**src/rtl/bip_insert_tx.sv**
```systemverilog
// Per-lane BIP8 fill for 40GBASE-R TX alignment markers, one registered stage.
// BIP_ERR_INJ_EN adds err_inj_i, which arms a one-shot BIP3 bit0 inversion per lane.
module bip_insert_tx #(
  parameter int LANE_N = 4,
  parameter int HEAD_W = 2,
  parameter int DATA_W = 64,
  parameter int BIP_W  = 8
) (
  input  logic                       clk,
  input  logic                       reset,
  input  logic                       valid_i,
  input  logic                       marker_v_i,
  input  logic [LANE_N*HEAD_W-1:0]   head_i,
  input  logic [LANE_N*DATA_W-1:0]   data_i,
`ifdef BIP_ERR_INJ_EN
  input  logic [LANE_N-1:0]          err_inj_i,
`endif
  output logic                       valid_o,
  output logic                       marker_v_o,
  output logic [LANE_N*HEAD_W-1:0]   head_o,
  output logic [LANE_N*DATA_W-1:0]   data_o
);

  if (BIP_W != 8) begin : g_bip_w_err
    $error("bip_insert_tx: BIP_W must be 8");
  end

  // Payload bytes XORed together; header bits land on BIP bits 3 and 4.
  function automatic logic [BIP_W-1:0] bip_calc(input logic [HEAD_W-1:0] h,
                                                input logic [DATA_W-1:0] d);
    logic [BIP_W-1:0] b;
    b = {3'b000, h[1], h[0], 3'b000};
    for (int k = 0; k < DATA_W/8; k++) begin
      b ^= d[k*8 +: 8];
    end
    return b;
  endfunction

  always_ff @(posedge clk or posedge reset) begin
    if (reset) begin
      valid_o    <= 1'b0;
      marker_v_o <= 1'b0;
    end else begin
      valid_o <= valid_i;
      if (valid_i) begin
        marker_v_o <= marker_v_i;
      end
    end
  end

  for (genvar i = 0; i < LANE_N; i++) begin : g_lane
    logic [HEAD_W-1:0] head_in;
    logic [HEAD_W-1:0] head_q;
    logic [DATA_W-1:0] data_in;
    logic [DATA_W-1:0] data_mk;
    logic [DATA_W-1:0] data_nxt;
    logic [DATA_W-1:0] data_q;
    logic [BIP_W-1:0]  acc_q;
    logic [BIP_W-1:0]  bip3;
    logic              inj;

    assign head_in = head_i[i*HEAD_W +: HEAD_W];
    assign data_in = data_i[i*DATA_W +: DATA_W];

`ifdef BIP_ERR_INJ_EN
    logic inj_q;

    // A request arriving on a marker cycle arms the following marker.
    always_ff @(posedge clk or posedge reset) begin
      if (reset) begin
        inj_q <= 1'b0;
      end else begin
        inj_q <= (inj_q & ~(valid_i & marker_v_i)) | err_inj_i[i];
      end
    end

    assign inj = inj_q;
`else
    assign inj = 1'b0;
`endif

    always_comb begin
      bip3            = acc_q ^ {{(BIP_W-1){1'b0}}, inj};
      data_mk         = data_in;
      data_mk[31:24]  = bip3;
      data_mk[63:56]  = ~acc_q;
      data_nxt        = marker_v_i ? data_mk : data_in;
    end

    // On a marker the accumulator restarts from the block as transmitted.
    always_ff @(posedge clk or posedge reset) begin
      if (reset) begin
        head_q <= '0;
        data_q <= '0;
        acc_q  <= '0;
      end else if (valid_i) begin
        head_q <= head_in;
        data_q <= data_nxt;
        acc_q  <= marker_v_i ? bip_calc(head_in, data_mk)
                             : acc_q ^ bip_calc(head_in, data_in);
      end
    end

    assign head_o[i*HEAD_W +: HEAD_W] = head_q;
    assign data_o[i*DATA_W +: DATA_W] = data_q;
  end

endmodule

```
**config.mk**
```make
export PLATFORM = sky130hd
export DESIGN_NAME = bip_insert_tx
export DESIGN_NICKNAME = d
export VERILOG_FILES = /design/src/rtl/bip_insert_tx.sv
export SDC_FILE = /design/constraint.sdc
export NUM_CORES = 1
export LEC_CHECK = 0
export ABC_AREA = 1
export CAP_MARGIN = 20
export CORE_MARGIN = 2
export CORE_UTILIZATION = 28
export DETAILED_ROUTE_END_ITERATION = 8
export PLACE_DENSITY_LB_ADDON = 0.2
export SLEW_MARGIN = 10
export SYNTH_ARGS = -nofsm -noshare
export SYNTH_HDL_FRONTEND = slang
export SYNTH_SLANG_ARGS = --single-unit
export TNS_END_PERCENT = 50
```
**constraint.sdc**
```tcl
create_clock -name clk -period 18.5 [get_ports clk]
set_clock_uncertainty 0.2 [all_clocks]
set_input_delay 1.85 -clock clk [delete_from_list [all_inputs] [get_ports clk]]
set_output_delay 1.85 -clock clk [all_outputs]
set_load 0.005 [all_outputs]
```
-- Yosys cells after proc, flatten, opt, wreduce, memory -nomap -nowiden
Cells that the tools add are included.
- flip-flop bits (word level): 298
- bits of input ports: 268
- output and inout port bits: 266
- logic and storage cells: 82
- mux-type cells: 8
- bitwise logic cells: 60
- operator list (cell ; number):
    8-bit XOR ; 52
    64-bit two-way mux ; 4
    8-bit two-way mux ; 4
    8-bit inverter ; 4
    5-bit by 8-bit XOR with 8-bit output ; 4

-- Logic depth before layout (Yosys ltp)
Gate-level depths: netlist of run 1.
- word-level depth: 10
- mapped depth: 14
- depth with buffers taken out: 14

-- Worst setup path after synthesis of run 1
OpenSTA, ideal clock, no wires.
- path type: input-to-reg
- from: input head_i[0]
- to: register g_lane[0].acc_q[3]
- setup time: 0.117 ns
- data arrival time: 2.639 ns
- required time: 18.183 ns
- setup slack: 15.545 ns
- cell stages on the path: 12
- path buffers: 0
- cell sequence: nand2_1 inv_1 o21ai_0 nand2_1 nand2_1 nand2_1 nand2_1 nand3_1 nand2_1 nand2_1 nand2_1 nand2_1
- longest elaborated chain between the ends: 10
- elaborated cells on any way between the ends: 15
- classes of those cells: 1 x mux; 14 x bitwise
- RTL lines (what ; line ; text):
    from (decl) ; 13 ; input logic [LANE_N*HEAD_W-1:0] head_i,
    5-bit by 8-bit XOR with 8-bit output (*) ; 34 ; b ^= d[k*8 +: 8];
    8-bit XOR (*) (2 in series) ; 34 ;
    8-bit XOR (5 in series) ; 34 ;
    8-bit XOR ; 100 ; : acc_q ^ bip_calc(head_in, data_in);
    8-bit two-way mux (*) ; 99 ; acc_q <= marker_v_i ? bip_calc(head_in, data_mk)
    to (signal assigned) ; 99 ;
    to (decl) ; 58 ; logic [BIP_W-1:0] acc_q;
Mark *: on every way between the ends. The rest lies on a longest branch, timed or not.
A chain may end at the register's enable or synchronous reset.

-- Final worst setup path of run 1
- from: input valid_i
- to: register g_lane[2].data_q[15]
- RTL lines (what ; line ; text):
    from (decl) ; 11 ; input logic valid_i,
    to (signal assigned) ; 98 ; data_q <= data_nxt;
    to (decl) ; 57 ; logic [DATA_W-1:0] data_q;
No word-level cell between the ends.

==> results of run 1 <==
-- logic make-up (layout without fill, tap and decap cells) --
family,after synthesis,in the layout
and+or+nand+nor,1448,1448
buffers and inverters,356,887
DFF,298,298
AOI/OAI and AO/OA,212,212
xor gates and xnor gates,136,136
other,0,3
-- registers in the layout, summed over array words and instances (netlist names) --
name,flops
g_lane.acc_q,32
g_lane.data_q,256
g_lane.head_q,8
marker_v_o,1
valid_o,1
-- cell usage after synthesis (all sizes together) --
cell type	number	area (µm²)
a21oi	51	330
inv	278	1040
or2	2	12.5
dfrtp	298	7460
nand2b	16	100
nand3	129	646
o21ai	154	771
xor2	48	420
clkbuf	30	113
nand2	1171	4400
o22ai	7	43.8
nand4	1	6.26
nand3b	21	158
buf	48	279
nor2	108	410
xnor2	88	771
-- path summary, 6_finish.rpt --
check / depth (start not counted) / end / start
min in group asynchronous: 2 / g_lane[3].head_q[1]$_DFFE_PP0P_ / reset
min: 2 / g_lane[2].data_q[35]$_DFFE_PP0P_ / g_lane[2].data_q[35]$_DFFE_PP0P_
max: 4 / g_lane[2].data_q[15]$_DFFE_PP0P_ / valid_i
min reg2reg: 2 / g_lane[2].data_q[35]$_DFFE_PP0P_ / g_lane[2].data_q[35]$_DFFE_PP0P_
max reg2reg: 9 / g_lane[2].acc_q[7]$_DFFE_PP0P_ / g_lane[2].acc_q[7]$_DFFE_PP0P_
max in group asynchronous: 3 / g_lane[2].data_q[54]$_DFFE_PP0P_ / reset
-- per-layer routing --
| metal | wire length, µm | part of all wire (%) | global-route usage, % | up-vias |
|---|---|---|---|---|
| li1 | - | - | - | 8484 |
| met1 | 25100 | 42 | 22.5 | 7601 |
| met2 | 27800 | 47 | 31.2 | 416 |
| met3 | 4300 | 7.3 | 5.91 | 110 |
| met4 | 1870 | 3.2 | 6.24 | 10 |
| met5 | 64 | 0.11 | 0 | - |
-- final cells by class --
class                   count  area share, %
diodes                      3         0.0309
clock buffers              55           4.64
clock inverters            10          0.833
inverters                 278           4.35
multi-input cells        1796           33.1
flip-flops and latches    298           30.6
well taps                 782           4.02
repair buffers            544           22.3
-- metrics by stage --
stage,setup WS (ns),util [%],hold slack (ns)
2_1_floorplan,8.22,-,0.265
3_3_place_gp,14.05,38.2,0.253
3_5_place_dp,13.98,38.2,0.258
4_1_cts,14.59,40.4,0.272
5_1_grt,14.62,40.5,0.283
6_report,14.82,40.5,0.268
-- power by group --
part / internal (mW) / switching [mW]
sequential: 0.756 / 0.0779
clock: 0.505 / 0.304
combinational: 0.334 / 0.344
-- worst reg2reg max path, delay by kind of cell, from the launching register on --
family | cells | cell delay, ns
xor+xnor | 2 | 0.39
simple gates | 6 | 0.41
flops | 1 | 0.42
buf+inv | 1 | 0.06
==> flow_summary.toml, run 1 <==
[worst_setup_path]
critPathRequiredTime_ns = 18.67
cpPeakStageDelay_ns = 0.80
reg2reg_slack_ns = 16.91
worstSetupPathType = "in2reg"
path_buf_inv = 3
worstPathCellList = "buf_6, inv_8, buf_4, o21ai_0"
worst-path-max-fanout = 184
cp_data_arrival_time_ns = 3.85
crit_slowest_cell = "buf_4"
cp-start-kind = "input port"
critPathTopFamily = "buffers and inverters"
crit_path_end_kind = "flip-flop"

[timing]
hold_violations = 0
setup_viol = 0
rsz0062_at_grt = "false"
maxSlewHeadroom_pct = 30.5
tns_ns = 0
fmax_ghz = 0.272
timing_worst_slew_pin_value_ns = 1.04
period_minus_slack_ns = 3.68
fin_crit_sh_pct = 19.9
drv_slew = 0

[synthesis]
synth_top_family_by_area = "simple AND/OR/NAND/NOR gates"
synthAdderAreaFrac_pct = 0
synth_compound_area_share_pct = 6.75
ys_seq_area_share_pct = 44.0
yosysWarnings = 0
syn_area_um2 = 17000
syn_nets = 2718
synthCells = 2450
avgSynthCellArea_um2 = 6.92
synth-simple-area-share_pct = 33.8
synth_cell_types = 22
synthMuxAreaShare_pct = 0
synthXorXnorAreaFrac_pct = 7.02
ys_seq_elements = 298

[floorplan]
initial_core_util_pct = 28.2
dieArea_um2 = 62500
num_rows = 90
die_height_um = 250
fp.dieW_um = 250
fp.coreArea_um2 = 60100
ios = 534

[finish]
fin_cells = 3766
final_common_cell = "nand2_1"
drive_above_1_share_pct = 3.15
n_fill_cell = 6205
layout_common_cells = "nand2_1, clkdlybuf4s50_1, dfrtp_1, inv_1, o21ai_0"
final_net_count = 3224
area_growth_pct = 43.5
multi_input_area_um2 = 8060
regArea_um2 = 7460
fin_area_um2 = 24300

[global_route]
grt_pass1_wl_mm = 91.9
gr-total-overflow = 0
grt_antenna_before_repair = 8
grt_pass1_vias = 16300
grt_max_degree = 185
grt_usage_pct = 18.6

[detailed_routing]
first_pass_iters = 5
wire_per_inst_um = 15.7
wirelength_mm = 59.1
viasPerCell = 4.41
drcViolationCount = 0
antenna_left = 0
vias = 16600
drtIter0Drc = 778

[pwr]
power_density_nw_per_um2 = 95.3
p_leak_nw = 12.4
ir_worst_vdd_v = 0.0000610
power_mw = 2.32

[clocking]
root_buffer = "clkbuf_16"
postCtsHoldBufs = 0
cts_setup_buffers = 0
cts_sinks = 298
numCtsBuffers = 38
clockBufferDepth = 3
htreeDepth = 2
clk_pin_slew_worst_paths_ns = 0.05
cts_resized = 0
clk_latency_ns = 0.55
cts_tree = "yes"

[place]
dp_cells = 3697
place_area_um2 = 23000
io_buffers = 533
place_congestion = 0.842
dp_hpwl_mm = 43.4

[run]
maxCapViolations = 0

[run_status]
status = "finished clean"

[hold_path]
hold_class = "reg2reg"
Note: power is estimated with default switching activity, not from simulation.
==> inputs of run 2 (changes only) <==
==> constraint.sdc (replaced) <==
create_clock -name clk -period 3.9 [get_ports clk]
set_clock_uncertainty 0.2 [all_clocks]
set_input_delay 0.39 -clock clk [delete_from_list [all_inputs] [get_ports clk]]
set_output_delay 0.39 -clock clk [all_outputs]
set_load 0.005 [all_outputs]
==> run 2 against run 1 <==
Compared with the run above:
- largest power group unchanged
- sequential power grew to 4.7 times the previous value
- non-clock buffer count grew 11
- die area is the same
- critical path type unchanged
==> flow_summary.toml, run 2 (synthesis results as in run 1) <==
[worst_setup_path]
cpPeakStageDelay_ns = 0.56
endpoint = "g_lane[3].data_q[25]$_DFFE_PP0P_"
worstSetupPathType = "in2reg"
crit_path_end_kind = "flip-flop"
r2r_end = "g_lane[3].acc_q[5]$_DFFE_PP0P_"
cp-start-kind = "input port"
crit_path_start = "valid_i"
reg2reg_slack_ns = 2.25
crit_slowest_cell = "buf_4"
worstPathCellList = "dlygate4sd3_1, buf_6, inv_8, buf_4, a21oi_2, o21ai_0, nand2_1"
cp_data_arrival_time_ns = 2.59
crit-reg2reg-launch = "g_lane[3].acc_q[5]$_DFFE_PP0P_"
worst-path-max-fanout = 128
critPathRequiredTime_ns = 4.13
reg2reg_depth = 9

[pwr]
p_leak_nw = 12.4
ir_worst_vdd_v = 0.000287
power_density_nw_per_um2 = 444
power_mw = 10.9

[clocking]
htreeDepth = 2
cts_setup_buffers = 0
clk_latency_ns = 0.56
numCtsBuffers = 40
clk_pin_slew_worst_paths_ns = 0.06
cts_resized = 0
cts_tree = "yes"
cts_sinks = 298
root_buffer = "clkbuf_16"
postCtsHoldBufs = 1
clockBufferDepth = 3

[floorplan]
ios = 534
die_height_um = 250
dieArea_um2 = 62500
fp.coreArea_um2 = 60100
initial_core_util_pct = 28.2
num_rows = 90
fp.dieW_um = 250

[hold_path]
hold_class = "in2async"

[global_route]
grt_antenna_before_repair = 2
grt_usage_pct = 19.0
grt_pass1_wl_mm = 94.1
gr-total-overflow = 0
grt_pass1_vias = 16400
grt_max_degree = 129

[finish]
area_growth_pct = 44.1
drive_above_1_share_pct = 3.60
largest_reg_flops = 256
final_util_pct = 40.6
regMostFlops = "g_lane.data_q"
layout_common_cells = "nand2_1, clkdlybuf4s50_1, dfrtp_1, inv_1, o21ai_0"
final_common_cell = "nand2_1"
fin_area_um2 = 24400
n_fill_cell = 6124
fin_cells = 3784
final_net_count = 3237
reg.largest.list = "g_lane.data_q: 256 flops, g_lane.acc_q: 32 flops, g_lane.head_q: 8 flops"

[timing]
timing_worst_slew_pin_value_ns = 1.00
setup_viol = 0
hold_violations = 0
fin_crit_sh_pct = 60.4
drv_slew = 0
period_minus_slack_ns = 2.36
fmax_ghz = 0.425
rsz0062_at_grt = "false"
maxSlewHeadroom_pct = 33.0

[detailed_routing]
vias = 16800
first_pass_iters = 5
viasPerCell = 4.45
drtIter0Drc = 1020
wirelength_mm = 60.5
antenna_left = 0
wire_per_inst_um = 16.0
drcViolationCount = 0

[place]
place_area_um2 = 23100
dp_cells = 3707
place_congestion = 0.841
dp_hpwl_mm = 44.9
io_buffers = 533

[run]
maxCapViolations = 0

[run_status]
status = "finished clean"
run 2: changes by cell type in the layout (fill, tap and decap cells not counted), moves of 2 or more:
cell        delta
buf_12         +8
clkinv_2       +6
bufinv_16      -4
clkbuf_1       +4
buf_4          +3
inv_6          +3
clkinvlp_4     +2
run 2: worst min-delay path by stage:
| stage | startpoint | end | slack (ns) |
|---|---|---|---|
| floorplan | valid_i | valid_o$_DFF_PP0_ | 0.22 |
| CTS | data_i[138] | g_lane[2].data_q[10]$_DFFE_PP0P_ | 0.19 |
| global placement | g_lane[0].data_q[47]$_DFFE_PP0P_ | g_lane[0].data_q[47]$_DFFE_PP0P_ | 0.25 |
| global route | head_i[3] | g_lane[1].head_q[1]$_DFFE_PP0P_ | 0.20 |
| finish | reset | g_lane[0].data_q[2]$_DFFE_PP0P_ | 0.20 |
| detailed placement | g_lane[0].data_q[49]$_DFFE_PP0P_ | g_lane[0].data_q[49]$_DFFE_PP0P_ | 0.26 |
run 2: power by group:
part | internal (mW) | leakage, nW | switching, mW
Combinational | 1.60 | 8.20 | 1.67
Sequential | 3.58 | 3.59 | 0.367
Clock | 2.15 | 0.623 | 1.49
Total | 7.34 | 12.4 | 3.52
run 2: area by class of cell:
type	count	area [µm²]	share of cell area (%)
multi-input cells	1796	8060	33.0
flip-flops and latches	298	7460	30.5
well taps	782	978	4.00
clock buffers	58	1130	4.62
repair buffers	555	5600	22.9
inverters	278	1060	4.32
clock inverters	15	141	0.579
diodes	2	5.00	0.0205
run 2: per-stage QoR:
step                      hold slack [ns]  TNS, ns  setup slack, ns
after floorplan                     0.221  -193.43           -0.649
after global placement              0.253        0             1.47
after detailed placement            0.258        0             1.44
after CTS                           0.185        0             1.59
after global routing                0.204        0             1.42
final                               0.202        0             1.54
run 2: worst max-delay path: cells and delay by family:
| family | cells | cell delay (ns) |
|---|---|---|
| buf+inv | 4 | 1.78 |
| simple gates | 1 | 0.08 |
| compound gates | 2 | 0.17 |
run 2: layer usage:
metal / global-route usage (%) / vias to the layer above / wire length, µm / share of wire, %
met5: 0 / - / 0 / 0
met1: 23.4 / 7778 / 25900 / 43
met2: 31.8 / 468 / 28300 / 47
met3: 6.30 / 81 / 4820 / 8.0
li1: - / 8497 / - / -
met4: 5.20 / 0 / 1460 / 2.4
==> inputs of run 3 (changes only) <==
==> constraint.sdc (replaced) <==
create_clock -name clk -period 2.1 [get_ports clk]
set_clock_uncertainty 0.2 [all_clocks]
set_input_delay 0.21 -clock clk [delete_from_list [all_inputs] [get_ports clk]]
set_output_delay 0.21 -clock clk [all_outputs]
set_load 0.005 [all_outputs]
==> run 3 against run 2 <==
Compared with the run above:
- first-iteration DRC count grew 5.3%
- sequential power grew 86%
- clock power grew 83%
- die area is the same
- worst setup slack lost 1.4 ns
- flip-flop and latch count is the same
- clock-buffer cell count grew 1
- critical path type is now reg2out
- largest power group unchanged
==> flow_summary.toml, run 3 (synthesis results as in run 1) <==
[hold_path]
hold_end = "g_lane[2].data_q[49]$_DFFE_PP0P_"
min_from = "data_i[177]"
hold_class = "in2reg"
hold_depth = 3

[run_status]
status = "finished clean"

[place]
dp_hpwl_mm = 45.7
io_buffers = 533
place_congestion = 0.844
dp_cells = 3728
place_area_um2 = 23400

[finish]
reg.largest.list = "g_lane.data_q: 256 flops, g_lane.acc_q: 32 flops, g_lane.head_q: 8 flops"
final_net_count = 3258
drive_above_1_share_pct = 3.98
area_growth_pct = 45.6
fin_cells = 3798
final_common_cell = "nand2_1"
layout_common_cells = "nand2_1, clkdlybuf4s50_1, dfrtp_1, inv_1, o21ai_0"
largest_reg_flops = 256
regMostFlops = "g_lane.data_q"
fin_area_um2 = 24700
n_fill_cell = 6087

[clocking]
cts_sinks = 298
cts_resized = 0
cts_tree = "yes"
numCtsBuffers = 40
root_buffer = "clkbuf_16"
htreeDepth = 2
clockBufferDepth = 3
clk_pin_slew_worst_paths_ns = 0.05
clk_latency_ns = 0.55

[worst_setup_path]
worstPathCellList = "clkdlybuf4s50_1"
crit-reg2reg-launch = "g_lane[3].acc_q[6]$_DFFE_PP0P_"
cp_data_arrival_time_ns = 1.53
cpPeakStageDelay_ns = 0.60
reg2reg_slack_ns = 0.48
cp-start-kind = "flip-flop"
critPathRequiredTime_ns = 1.69
reg2reg_depth = 10
r2r_end = "g_lane[3].acc_q[6]$_DFFE_PP0P_"
path_buf_inv = 1
worst-path-max-fanout = 2
crit_slowest_cell = "clkdlybuf4s50_1"
crit_path_end_kind = "output port"
critPathTopFamily = "buffers and inverters"
worstSetupPathType = "reg2out"

[timing]
drv_slew = 0
timing_worst_slew_pin_value_ns = 0.454
fin_crit_sh_pct = 92.2
hold_violations = 0
fmax_ghz = 0.516
rsz0062_at_grt = "false"
period_minus_slack_ns = 1.94
tns_ns = 0
maxSlewHeadroom_pct = 69.7
setup_viol = 0

[detailed_routing]
first_pass_iters = 5
drcViolationCount = 0
wire_per_inst_um = 15.9
wirelength_mm = 60.3
viasPerCell = 4.46
drtIter0Drc = 1074
vias = 16900
antenna_left = 0

[run]
maxCapViolations = 0

[floorplan]
ios = 534
die_height_um = 250
fp.dieW_um = 250
num_rows = 90
dieArea_um2 = 62500
fp.coreArea_um2 = 60100
initial_core_util_pct = 28.2

[global_route]
gr-total-overflow = 0
grt_pass1_wl_mm = 93.1
grt_pass1_vias = 16400
grt_antenna_before_repair = 7
grt_max_degree = 84
grt_usage_pct = 18.8

[pwr]
power_mw = 20.1
ir_worst_vdd_v = 0.000432
p_leak_nw = 12.5
power_density_nw_per_um2 = 815
==> run 3: cell count changes in the layout (fill, tap and decap cells not counted), sizes merged <==
cell / before / now
diode: 2 / 4
inv: 279 / 276
clkbuf: 58 / 59
buf: 23 / 43
clkinvlp: 3 / 2
dlygate4sd3: 1 / 2
clkinv: 9 / 3
==> run 3: repair_timing <==
item                      in CTS  in global routing
setup buffers                  0                  0
hold buffers                   2                  0
hold endpoints to repair      41                  0
==> run 3: how the worst max path moves through the flow <==
stage,to,from,slack [ns],cells after the start
2_1_floorplan,g_lane[0].acc_q[0]$_DFFE_PP0P_,reset,-2.27,1
3_3_place_gp,g_lane[1].acc_q[6]$_DFFE_PP0P_,data_i[78],0.05,9
3_5_place_dp,g_lane[2].acc_q[1]$_DFFE_PP0P_,data_i[169],0.02,11
4_1_cts,data_o[254],g_lane[3].data_q[62]$_DFFE_PP0P_,0.11,1
5_1_grt,data_o[191],g_lane[2].data_q[63]$_DFFE_PP0P_,0.11,1
6_report,data_o[84],g_lane[1].data_q[20]$_DFFE_PP0P_,0.16,1
==> run 3: final cells by class <==
type	instances	area, µm²	area share [%]
Inverter	278	1060	4.28
Antenna cell	4	10.0	0.0405
Sequential cell	298	7460	30.2
Tap cell	782	978	3.96
Multi-Input combinational cell	1796	8060	32.7
Clock inverter	5	77.6	0.314
Clock buffer	59	1150	4.67
Timing Repair Buffer	576	5900	23.9
==> run 3: stage by stage <==
stage | hold WS [ns] | utilization, % | worst slack (ns)
final | 0.0508 | 41.1 | 0.163
after global routing | 0.0487 | 41.1 | 0.113
after CTS | 0.0120 | 41.1 | 0.107
after detailed placement | 0.258 | 39.0 | 0.0180
after global placement | 0.252 | 39.0 | 0.0450
after floorplan | 0.0414 | - | -2.27
==> run 3: per-layer routing <==
| metal | global-route usage [%] | vias to the layer above | wire length [µm] |
|---|---|---|---|
| met1 | 23.5 | 7819 | 26000 |
| met3 | 5.78 | 83 | 4610 |
| li1 | - | 8544 | - |
| met2 | 31.5 | 492 | 28100 |
| met4 | 5.05 | 8 | 1490 |
| met5 | 0 | - | 64 |
==> run 3: where the power goes <==
| group | total [mW] | switching [mW] | internal [mW] |
|---|---|---|---|
| clock | 6.66 | 2.65 | 4.00 |
| combinational | 6.14 | 3.10 | 3.04 |
| sequential | 7.33 | 0.671 | 6.66 |
==> RTL edit, RTL diff (config.mk and constraints of run 2) <==
`HEAD_W`: 2 -> 4.
--- a/src/rtl/bip_insert_tx.sv
+++ b/src/rtl/bip_insert_tx.sv
@@ -3,5 +3,5 @@
 module bip_insert_tx #(
   parameter int LANE_N = 4,
-  parameter int HEAD_W = 2,
+  parameter int HEAD_W = 4,
   parameter int DATA_W = 64,
   parameter int BIP_W  = 8
Interface: changed (resized head_i and head_o); port bits go from 534 to 550. The function was not compared with the original's and may differ.
==> RTL edit against run 2 <==
Critical path depth unchanged; non-clock buffer count up 13; clock power up 8.5%; combinational power about the same; sequential cell count up 8; wire length up 1.0%; area after synthesis up 1.8%; worst setup slack better by 0.17 ns; die area up 1.8%; total power up 3.9%; final area up 2.3%; largest power group unchanged.
==> RTL edit: results (changes against run 2) <==
Hold WC Path Type=input port to asynchronous set/reset pin; Worst Setup SP=valid_i; worst skew pair latency=0.56 ns (about the same); Vias/cell=4.48 (+0.67%); R2R cell count=9 (unchanged); global placement routability congestion=0.837 (-0.46%); number of H-tree levels=2 (unchanged); reg-to-reg endpoint=g_lane[0].acc_q[4]; register area share after synthesis=44.4% (+0.37 points); Max FO, Critical Path=121 (-5.5%); Setup TNS=0 ns (unchanged); Leakage=12.8 nW (+2.8%); biggest regs=g_lane.data_q: 256 flops, g_lane.acc_q: 32 flops, g_lane.head_q: 16 flops; most frequent cells after synthesis=nand2_1, dfrtp_1, inv_1, o21ai_0, nand3_1; Worst-path clk slew=0.06 ns (about the same); root buffer cell=clkbuf_16; R2R Path Start=g_lane[0].acc_q[4]; vias in the first global route=17000 (+3.3%); Max IR drop VDD=0.348 mV (+21%); Place WS=1.30 ns (-0.141 ns); Port Buffer Count=549 (+3.0%); status=completed; Netlist cell types=25 (+14%); largest net degree at the start of global routing=184 (+43%); maximum buffer depth of the clock tree=3 (unchanged); fraction of layout cells with a size suffix above 1=3.42% (-0.18 points); GRT Total Usage=18.9% (-0.069 points); R2R setup slack=2.24 ns; TritonCTS Buffers=42 (+5.0%); internal power=7.72 mW (+5.2%); predominant post-synthesis flop cell=dfrtp_1; Arr. time, crit path=2.42 ns (-0.17 ns); first-pass GRT wire length=95.5 mm (+1.4%); detailed router's first-iteration violation count=893 (-12%); initial antenna violation count=5 (+3); HPWL after DPL=45.5 mm (+1.3%); dpl cell area=0.0235 mm2 (+1.8%); post-CTS sizing=0 (unchanged); Slew @ Worst Pin=0.967 ns (-0.0376 ns); Async SR Flop Fraction=100% (unchanged); nets=3310 (+2.3%); DRT Pass-1 Iters=5 (unchanged); wirelength, routed=61.1 mm (+1.0%); largest cells by area after synthesis=dfrtp_1, nand2_1, inv_1; Yosys warning count=0 (unchanged); Mapped Nets=2777 (+2.2%)
RTL edit: cell types whose count changed after synthesis, moves of 4 or more:
cell / change
nand2_1: +28
a21oi_1: +20
a21oi_2: -20
clkbuf_1: -13
buf_2: +11
dfrtp_1: +8
inv_1: +8
nor2_2: +6
o21ai_1: +5
xnor2_1: -4
RTL edit: per-stage QoR:
stage               util, %  std cells  hold slack (ns)
floorplan                 -       2501            0.221
global placement       38.4       3779            0.252
detailed placement     38.4       3779            0.259
CTS                    40.7       3858            0.116
global route           40.7       3863            0.148
finish                 40.7       3863            0.113
RTL edit: worst max-delay path by stage:
stage                                      end  slack (ns)  cells after the start
after floorplan             g_lane[0].acc_q[0]       -0.76                      1
after global placement      g_lane[3].acc_q[6]        1.37                      9
after detailed placement    g_lane[3].acc_q[6]        1.30                      9
after CTS                          data_o[254]        1.74                      1
after global routing      g_lane[2].data_q[56]        1.61                      7
final                     g_lane[2].data_q[56]        1.71                      7
RTL edit: critical path, stage by stage:
cell	delay, ns
dlygate4sd3_1	0.55
buf_6	0.17
inv_8	0.49
buf_12	0.36
a21oi_1	0.10
o21ai_1	0.13
nand2_1	0.07
RTL edit: power by group through the flow:
stage	Combinational, mW	Sequential [mW]	Clock, mW
final	3.28	4.05	3.95
after global routing	3.69	4.11	4.21
after CTS	3.32	4.04	4.08
after detailed placement	3.30	4.09	0
after global placement	3.23	4.08	0
after floorplan	1.74	4.06	0
RTL edit: timing repair:
item | in CTS | in global routing
setup buffers | 0 | 0
hold buffers | 1 | 0
hold endpoints to repair | 8 | 0
RTL edit: final cells by class:
cell class / instances / area (um2)
diodes: 5 / 12.5
clock buffers: 69 / 1360
clock inverters: 9 / 78.8
fillers: 6258 / 36400
inverters: 287 / 1090
multi-input cells: 1829 / 8130
flip-flops and latches: 306 / 7660
well taps: 790 / 988
repair buffers: 568 / 5690
RTL edit: kinds of logic (layout without fill, tap and decap cells):
| group | after synthesis | in the layout | synth area share [%] |
|---|---|---|---|
| XOR/XNOR | 131 | 131 | 6.73 |
| buffers and inverters | 366 | 933 | 8.54 |
| other | 0 | 5 | 0 |
| flip-flops | 306 | 306 | 44.4 |
| AO/OA/AOI/OAI | 216 | 216 | 6.31 |
| AND/OR/NAND/NOR | 1482 | 1482 | 34.1 |
RTL edit: layer usage:
layer	global-route usage (%)	vias up	part of all wire [%]
li1	-	8677	-
met1	23.1	8012	42
met2	32.1	499	48
met3	5.18	102	6.8
met4	6.68	0	3.2
met5	0	-	0
